$ cat src/rtl/result_collector.sv
// Gathers one prediction per core as each core's done rises and replays them
// downstream as a valid/ready stream in strict core order 0..N-1.
module result_collector #(
    parameter int N           = 4,
    parameter int output_size = 32
) (
    input  logic                                 clk,
    input  logic                                 rst,
    input  logic                                 batch_start,
    input  logic [N-1:0]                         core_done,
    input  logic [N*output_size-1:0]             core_value,
    output logic                                 out_valid,
    input  logic                                 out_ready,
    output logic [output_size-1:0]               out_data,
    output logic [((N > 1) ? $clog2(N) : 1)-1:0] out_core_id,
    output logic                                 busy,
    output logic                                 batch_done,
    output logic                                 dup_err
);

    localparam int ID_W = (N > 1) ? $clog2(N) : 1;

    typedef enum logic [1:0] {
        S_IDLE,
        S_COLLECT,
        S_DONE
    } state_t;

    state_t                  state;
    logic [N-1:0]            prev_done;
    logic [N-1:0]            captured;
    logic [N-1:0]            cap_ev;
    logic [ID_W-1:0]         ptr;
    logic [ID_W-1:0]         ptr_inc;
    logic                    ptr_last;
    logic [output_size-1:0]  slot [N];

    // Rising edges of the done levels; a level held high never re-triggers.
    assign cap_ev   = core_done & ~prev_done;
    assign ptr_inc  = ptr + ID_W'(1);
    assign ptr_last = (ptr == ID_W'(N - 1));

    // Capture stage: slot storage is pure data and carries no reset.
    always_ff @(posedge clk) begin
        for (int i = 0; i < N; i++) begin
            if (state == S_COLLECT && cap_ev[i] && !captured[i]) begin
                slot[i] <= core_value[i*output_size +: output_size];
            end
        end
    end

    // Emit stage: the FSM and every registered output.
    always_ff @(posedge clk) begin
        if (!rst) begin
            state       <= S_IDLE;
            prev_done   <= '0;
            captured    <= '0;
            ptr         <= '0;
            out_valid   <= 1'b0;
            out_data    <= '0;
            out_core_id <= '0;
            busy        <= 1'b0;
            batch_done  <= 1'b0;
            dup_err     <= 1'b0;
        end else begin
            prev_done <= core_done;
            case (state)
                S_IDLE, S_DONE: begin
                    if (batch_start) begin
                        state       <= S_COLLECT;
                        captured    <= '0;
                        ptr         <= '0;
                        out_valid   <= 1'b0;
                        out_core_id <= '0;
                        busy        <= 1'b1;
                        batch_done  <= 1'b0;
                        dup_err     <= 1'b0;
                    end
                end
                S_COLLECT: begin
                    captured <= captured | cap_ev;
                    if (|(cap_ev & captured)) begin
                        dup_err <= 1'b1;
                    end
                    if (out_valid && out_ready) begin
                        if (ptr_last) begin
                            state      <= S_DONE;
                            out_valid  <= 1'b0;
                            busy       <= 1'b0;
                            batch_done <= 1'b1;
                        end else begin
                            // Next slot may already be waiting: present it straight away.
                            ptr         <= ptr_inc;
                            out_valid   <= captured[ptr_inc];
                            out_data    <= slot[ptr_inc];
                            out_core_id <= ptr_inc;
                        end
                    end else if (!out_valid) begin
                        out_valid   <= captured[ptr];
                        out_data    <= slot[ptr];
                        out_core_id <= ptr;
                    end
                end
                default: begin
                    state <= S_IDLE;
                end
            endcase
        end
    end

endmodule

$ cat config.mk
export PLATFORM = sky130hd
export DESIGN_NAME = result_collector
export DESIGN_NICKNAME = d
export VERILOG_FILES = /design/src/rtl/result_collector.sv
export SDC_FILE = /design/constraint.sdc
export NUM_CORES = 1
export LEC_CHECK = 0
export CORE_ASPECT_RATIO = 1.1
export CORE_MARGIN = 3
export CORE_UTILIZATION = 35
export DETAILED_ROUTE_END_ITERATION = 12
export PLACE_DENSITY = 0.62
export SLEW_MARGIN = 20
export SYNTH_ARGS = -nofsm -noshare
export SYNTH_HDL_FRONTEND = slang
export SYNTH_SLANG_ARGS = --single-unit
$ cat constraint.sdc
create_clock -name clk -period 6.1 [get_ports clk]
set_input_delay 1.83 -clock clk [delete_from_list [all_inputs] [get_ports clk]]
set_output_delay 1.83 -clock clk [all_outputs]
set_load 0.05 [all_outputs]
# [Word-level counts from Yosys, hierarchy flattened]
# Memory sizes are Yosys's and may differ from the RTL's. A register that Yosys moved wholly into a read port is not among the register bits.
# Cells that the tools add are included.
[totals] regBits=50 mem_bits_rw=128 input_bits=136 memories=1
[memory_table] memory="slot" depth=4 width=32 read_ports=2 rd_ports_with_merged_regs=1 wr=4 line_no="36" text="logic [output_size-1:0] slot [N];"
[op_classes] add_sub_neg=1 magnitude_cmp=2 eq_ne=12 n_mux=44 bitwise_logic=4 reduce_logical=24
[op_table] operator="32-bit 2-to-1 mux" n=3
[op_table] operator="1-bit 2-to-1 mux" n=20
[op_table] operator="2-bit 2-to-1 mux" n=10
[op_table] operator="2-bit one-hot mux with 2 select lines" n=3
[op_table] operator="4-bit AND reduction" n=3
[op_table] operator="1-bit logical AND" n=9
[op_table] operator="3-bit AND reduction" n=3
[op_table] operator="4-bit AND" n=2
[op_table] operator="2-bit inequality test (second input constant)" n=4
[op_table] operator="1-bit one-hot mux with 2 select lines" n=4
[op_table] operator="4-bit one-hot mux with 2 select lines" n=1
[op_table] operator="2-bit by 3-bit < comparator with 1-bit output (second input constant)" n=2
[op_table] operator="2-bit by 1-bit inequality test with 1-bit output (second input constant)" n=3
[op_table] operator="1-bit binary-select mux with 2-bit select" n=2
[op_table] operator="2-bit == test (second input constant)" n=2
[op_table] operator="1-bit zero test" n=4
[op_table] operator="4-bit 2-to-1 mux" n=1
[op_table] operator="4-bit inverter" n=1
[op_table] operator="4-bit OR" n=1
[op_table] operator="4-bit OR reduction" n=1
[op_table] operator="3-bit by 2-bit inequality test with 1-bit output (second input constant)" n=1
[op_table] operator="3-bit inequality test (second input constant)" n=1
[op_table] operator="2-bit by 1-bit adder with 2-bit output (second input constant)" n=1
[op_table] operator="2-bit by 1-bit == test with 1-bit output (second input constant)" n=1
[op_table] operator="other kinds (4)" n=4

# [Longest topological paths before layout]
# Gate-level depths: netlist (run 1).
[depth] depth_word=6 mapped_depth=7

# [Worst setup path after synthesis (run 1)]
# OpenSTA, ideal clock, no wires.
[synth_timing] kind="input to register" from="in core_done[2]" to="mem slot[2][0], enable pin" setup_time_ns=0.421 arrival_ns=3.443 t_required_ns=5.679 setup_slack_ns=2.236 stages=3 n_path_buf=0 cell_sequence="nor2b_1 nand2_1 nor2_1"
[synth_lines] element="start, declared" line_no="10" text="input logic [N-1:0] core_done,"
[synth_lines] element="end, declared" line_no="36"

# [Worst setup path in the final report (run 1)]
[layout_timing] from="reg out_valid" to="out out_valid"
[layout_lines] element="start, declared" line_no="12" text="output logic out_valid,"
[layout_lines] element="start signal, assigned" line_no="94" text="out_valid <= captured[ptr_inc];"
[layout_lines] element="start signal, assigned" line_no="99" text="out_valid <= captured[ptr];"
# No word-level cell between the ends.

==> impl_results.md, run 1 <==
- Run status: finished clean
- Worst-margin pin slew: 1.08 ns
- WS Path Type: register to primary output
- Avg Cell Area, Syn: 17.2 µm²
- Height of the die: 161 µm
- Wire length on met3: 981 µm
- Max Cap Viol: 0
- HPWL after detailed placement: 12500 µm
- Die Wd: 147 µm
- CTS root buffer: clkbuf_16
- GR Overflow Total: 0
- Most frequent cells in the layout: 172 x clkdlybuf4s50_1, 128 x edfxtp_1, 66 x mux4_2, 49 x dfxtp_1, 37 x a21oi_1
- Worst Setup SP: out_valid
- IO Port Bufs: 173
- Post-synthesis sequential area ratio: 64.0%
- Clk_lat worst skew: 0.42 ns
- Max Slew Vio Count: 0
- Reg-to-Reg Start: ptr[0]
- Yosys cell types: 33
- Worst reg2reg path depth: 6
- Worst EP arrival: 1.80 ns
- Max IR drop VDD: 170 µV
- GP Congestion: 0.796
- Synthesized instance count: 444
- Synthesis-stage register bit count: 180
- Max incr delay on CP: 0.87 ns
- Pwr/cell area: 279 nW/µm²
- Tcrit/Tclk final: 59.4%
- Hold_sp: batch_done
- Initial antenna violation count: 0
- Worst Path Buf+Inv: 1
- Relative max-transition margin: 28.2%
- Total I/O pin count: 174
- DRT antenna net count: 0
- Final Critical Period: 3.63 ns
- Crit. End Element: primary output
- Slowest-stage cell, CP: clkdlybuf4s50_1
- Clock Tree Buf Depth: 2
- Final Hold Fails: 0
- Area Overhead vs Synth: 35.0%
- Commonest non-fill, non-tap cell in the layout: clkdlybuf4s50_1
- Syn Std Cell Area: 7630 µm²
- Clock Skew: 0.00663 ns
- CP max FO: 7
- FP Rows: 56
- Setup repair bufs after CTS: 0
- Die area: 23600 µm²
- H-tree levels: 4
- Setup crit end: out_valid
- Clk sink count: 180
- Critical path, cell by cell: clkdlybuf4s50_1
- Diodes inserted: 0
- Vias in the first global route: 5060
- Critical Path Stages: 1
- Uppermost routed layer: met4
- Initial DRC Count: 320
- LEAKAGE: 0.00350 µW
- Largest net degree at the start of global routing: 66
- WL/cell: 20.6 µm
- Drt total wl: 18700 µm
- Post-synth EDFFs: 128
- Final core utilization: 48.2%
- Hold Path Class: register to register
- Share of cells above drive strength 1: 18.5%
- DRT met1 WL: 7340 µm
- Reg clk slew, reported paths: 0.07 ns
- CP delay by family, top: buffers and inverters
- CTS resizes: 0
- # nets final: 745
- Total negative slack: 0 ns
- TritonCTS buffer count: 17
- Ys async rst share: 0%
- Yosys warnings: 0
- Max Freq: 276 MHz
- R2r endpoint: out_valid
- TritonCTS clock tree: built
- Vias after detailed routing: 4580
- GRT Util Overall: 16.0%
- Effective utilization at floorplan: 35.7%
- Final setup violation count: 0
- Drt first pass iters: 4
- RSZ-0062 raised after global routing: false
- Core Area: 21400 µm²
- Met2 wire len: 10000 µm
- Vias per inst: 5.03
- Syn_nets: 581
- CP Data Required Time: 4.27 ns
- DRC: 0
- Post-synth top flop: edfxtp_1
- First-pass GRT wire length: 28300 µm
- Hold buffers post-CTS: 0
- Reg2Reg Setup Slack: 2.76 ns
- CP Launch Type: register
-- per-stage QoR --
step / hold slack [ns] / setup WS [ns] / instance area [µm²] / cells / total power (µW)
after detailed placement: 0.462 / 2.07 / 9570 / 876 / 1720
after floorplan: 0.492 / 2.24 / 7630 / 444 / 1550
after global routing: 0.514 / 2.40 / 10300 / 911 / 2980
after CTS: 0.471 / 2.46 / 10200 / 908 / 2900
final: 0.466 / 2.47 / 10300 / 911 / 2880
after global placement: 0.454 / 1.95 / 9570 / 876 / 1710
-- layer usage --
layer | global-route usage [%] | up-vias
met5 | 0 | -
met4 | 6.24 | 0
met3 | 3.53 | 22
met2 | 28.4 | 147
met1 | 18.8 | 2301
li1 | - | 2110
-- Yosys cell counts (2+ instances only) --
library cell | instances | area [µm²]
a21oi_1 | 37 | 185
and2_1 | 5 | 31.3
mux2i_1 | 33 | 330
edfxtp_1 | 128 | 3840
buf_2 | 13 | 65.1
nand3_1 | 4 | 20.0
dfxtp_1 | 52 | 1040
a22oi_1 | 2 | 15.0
mux4_2 | 66 | 1490
nand2b_1 | 2 | 12.5
o21ai_0 | 33 | 165
clkbuf_1 | 11 | 41.3
nor2_1 | 8 | 30.0
o21a_1 | 3 | 22.5
buf_6 | 8 | 90.1
nand2_1 | 11 | 41.3
a21boi_0 | 6 | 45.0
nor2b_1 | 7 | 43.8
-- where the power goes --
group	switching [µW]	internal, µW
clock	456	729
combinational	153	146
sequential	29.6	1370
-- worst min-delay path by stage --
stage / slack [ns] / cells past startpoint / to
6_report: 0.47 / 2 / batch_done
3_5_place_dp: 0.46 / 2 / batch_done
3_3_place_gp: 0.45 / 2 / batch_done
5_1_grt: 0.51 / 2 / busy
2_1_floorplan: 0.49 / 2 / captured[2]
4_1_cts: 0.47 / 2 / batch_done
-- sequential cells by signal, indices dropped and copies added (netlist names), named ones only --
| register | cells |
|---|---|
| slot | 128 |
| out_data | 32 |
| captured | 4 |
| prev_done | 4 |
| out_core_id | 2 |
| ptr | 2 |
| state | 2 |
| batch_done | 1 |
| busy | 1 |
| dup_err | 1 |
| out_valid | 1 |
-- area by class of cell --
cell class              count  area, µm²
clock inverters            13        206
fillers                  1826      11100
repair buffers            178       1820
multi-input cells         230       2580
flip-flops and latches    180       4890
well taps                 290        363
clock buffers              19        433
inverters                   1       3.75
-- logic make-up (layout without fill, tap and decap cells) --
group           Yosys count  count (layout)  share of synthesized area, %
xor+xnor                  1               1                         0.115
buf+inv                  34             211                          2.72
compound gates           84              84                          6.08
flops                   180             180                          64.0
mux                      99              99                          23.8
fa+ha+maj                 1               1                         0.164
simple gates             45              45                          3.07
(Power assumes the default switching activity.)
==> run 2: changes to the inputs <==
Clock period 6.1 ns to 3.4 ns, I/O delays scaled along.
==> run 2 against run 1 <==
  * Power rose by 74%
  * Combinational power rose by 80%
  * Critical path depth did not move
  * Core utilization barely moved
  * Worst hold slack got worse by 0.00069 ns
==> impl_results.md, run 2 (synthesis gave the netlist of run 1 again) <==
- Run status: finished clean
- WS Path Type: register to primary output
- Effective utilization at floorplan: 35.7% (unchanged)
- CP delay by family, top: buffers and inverters
- Critical Path Stages: 1 (unchanged)
- Relative max-transition margin: 35.0% (+6.8 points)
- CTS resizes: 0 (unchanged)
- Worst-margin pin slew: 0.975 ns (-0.102 ns)
- Core Area: 21400 µm² (unchanged)
- Drt total wl: 19500 µm (+4.0%)
- Int Pwr: 3830 µW (+71%)
- Slowest-stage cell, CP: clkdlybuf4s50_1
- R2r endpoint: out_data[11]
- RSZ-0062 raised after global routing: false
- Reg-to-Reg Start: ptr[1]
- Vias per inst: 5.13 (+2.0%)
- Diodes inserted: 0 (unchanged)
- Clk sink count: 180 (unchanged)
- Max Slew Vio Count: 0 (unchanged)
- Max incr delay on CP: 0.87 ns (about the same)
- Clock Skew: 0.0188 ns (+0.0122 ns)
- Worst EP arrival: 1.80 ns (about the same)
- HPWL after detailed placement: 13300 µm (+6.7%)
- CP max FO: 7 (unchanged)
- DRT antenna net count: 0 (unchanged)
- Setup crit end: out_valid
- Most frequent cells in the layout: 172 x clkdlybuf4s50_1, 128 x edfxtp_1, 66 x mux4_2, 49 x dfxtp_1, 37 x a21oi_1
- Crit. End Element: primary output
- Most flop-heavy register: slot
- Vias after detailed routing: 4730 (+3.3%)
- # nets final: 756 (+1.5%)
- Final Critical Period: 2.82 ns
- Sw frac: 23.7% (+1.5 points)
- Area Overhead vs Synth: 35.1% (about the same)
- Clk_lat worst skew: 0.44 ns (+0.02 ns)
- Max IR drop VDD: 309 µV (+81%)
- WHS: 0.465 ns (-0.000691 ns)
- Largest registers: slot x128, out_data x32
- Drt first pass iters: 4 (unchanged)
- Critical path, cell by cell: clkdlybuf4s50_1
- Worst Setup SP: out_valid
- Initial DRC Count: 306 (-4.4%)
- Worst Path Buf+Inv: 1 (unchanged)
- CP Data Required Time: 2.38 ns (-1.89 ns)
- Die Wd: 147 µm (unchanged)
- Initial antenna violation count: 0 (unchanged)
- Final Power: 5010 µW (+74%)
- Height of the die: 161 µm (unchanged)
- WL/cell: 21.1 µm (+2.8%)
- LEAKAGE: 0.00352 µW (+0.62%)
- Total I/O pin count: 174 (unchanged)
- Die area: 23600 µm² (unchanged)
- CTS root buffer: clkbuf_16
- DRC: 0 (unchanged)
- Max FFs per register: 128 (unchanged)
- First-pass GRT wire length: 29900 µm (+5.5%)
- TritonCTS clock tree: built
- Worst reg2reg path depth: 5 (-1)
- GR Overflow Total: 0 (unchanged)
- Max Freq: 355 MHz
- Share of cells above drive strength 1: 19.9% (+1.4 points)
- Hold buffers post-CTS: 0 (unchanged)
- Reg clk slew, reported paths: 0.07 ns (about the same)
- Total negative slack: 0 ns (unchanged)
- Hold Path Class: register to register
- CP Launch Type: register
- Dpl ws: 0.674 ns (-1.39 ns)
- Setup repair bufs after CTS: 0 (unchanged)
- H-tree levels: 4 (unchanged)
- Sw power: 1190 µW (+86%)
- Largest net degree at the start of global routing: 51 (-23%)
- TritonCTS buffer count: 17 (unchanged)
- GP Congestion: 0.780 (-1.9%)
- Clock power frac: 39.4% (-1.8 points)
- Max Cap Viol: 0 (unchanged)
- Setup WS post-layout: 0.580 ns (-1.89 ns)
- FP Rows: 56 (unchanged)
- Vias in the first global route: 5257 (+3.9%)
- Final setup violation count: 0 (unchanged)
- Reg2Reg Setup Slack: 1.01 ns (-1.75 ns)
- IO Port Bufs: 173 (unchanged)
- GRT Util Overall: 16.8% (+0.85 points)
- Reg power frac: 49.9% (+1.4 points)
- Final Hold Fails: 0 (unchanged)
- Commonest non-fill, non-tap cell in the layout: clkdlybuf4s50_1
- Tcrit/Tclk final: 82.9%
- Clock Tree Buf Depth: 2 (unchanged)
- Gate power share: 10.7% (+0.3 points)
- Pwr/cell area: 487 nW/µm² (+74%)
## run 2: cell type report
| type | count | area [µm²] |
|---|---|---|
| Fill cell | 1821 | 11100 |
| Sequential cell | 180 | 4890 |
| Multi-Input combinational cell | 230 | 2570 |
| Timing Repair Buffer | 189 | 1880 |
| Clock buffer | 19 | 443 |
| Tap cell | 290 | 363 |
| Clock inverter | 13 | 151 |
| Inverter | 1 | 3.75 |
## run 2: layer usage
layer  global-route usage (%)  part of all wire [%]
met1                     20.1                    40
met2                     29.7                    53
met3                     2.99                   4.5
met4                     7.31                   2.7
met5                        0                     0
## run 2: per-stage QoR
step	instances	utilization (%)	instance area, µm²
after floorplan	444	-	7630
after global placement	890	45.4	9710
after detailed placement	890	45.4	9710
after CTS	922	48.2	10300
after global routing	922	48.2	10300
final	922	48.2	10300
## run 2: power groups by stage
stage | Combinational [µW] | Clock [µW] | Sequential (µW)
floorplan | 134 | 0 | 2650
global placement | 538 | 0 | 2540
detailed placement | 543 | 0 | 2550
CTS | 545 | 2040 | 2500
global route | 570 | 2120 | 2510
finish | 537 | 1980 | 2500
## run 2: worst min-delay path: stages, from the launching register on
cell,delay (ns)
dfxtp_1,0.31
nand2_1,0.05
a21boi_0,0.06
## run 2: how the worst min path moves through the flow
stage,from,depth (start not counted),end,slack (ns)
after global routing,batch_done,2,batch_done,0.50
final,batch_done,2,batch_done,0.47
after global placement,busy,2,busy,0.45
after floorplan,captured[2],2,captured[2],0.49
after CTS,batch_done,2,batch_done,0.47
after detailed placement,batch_done,2,batch_done,0.46
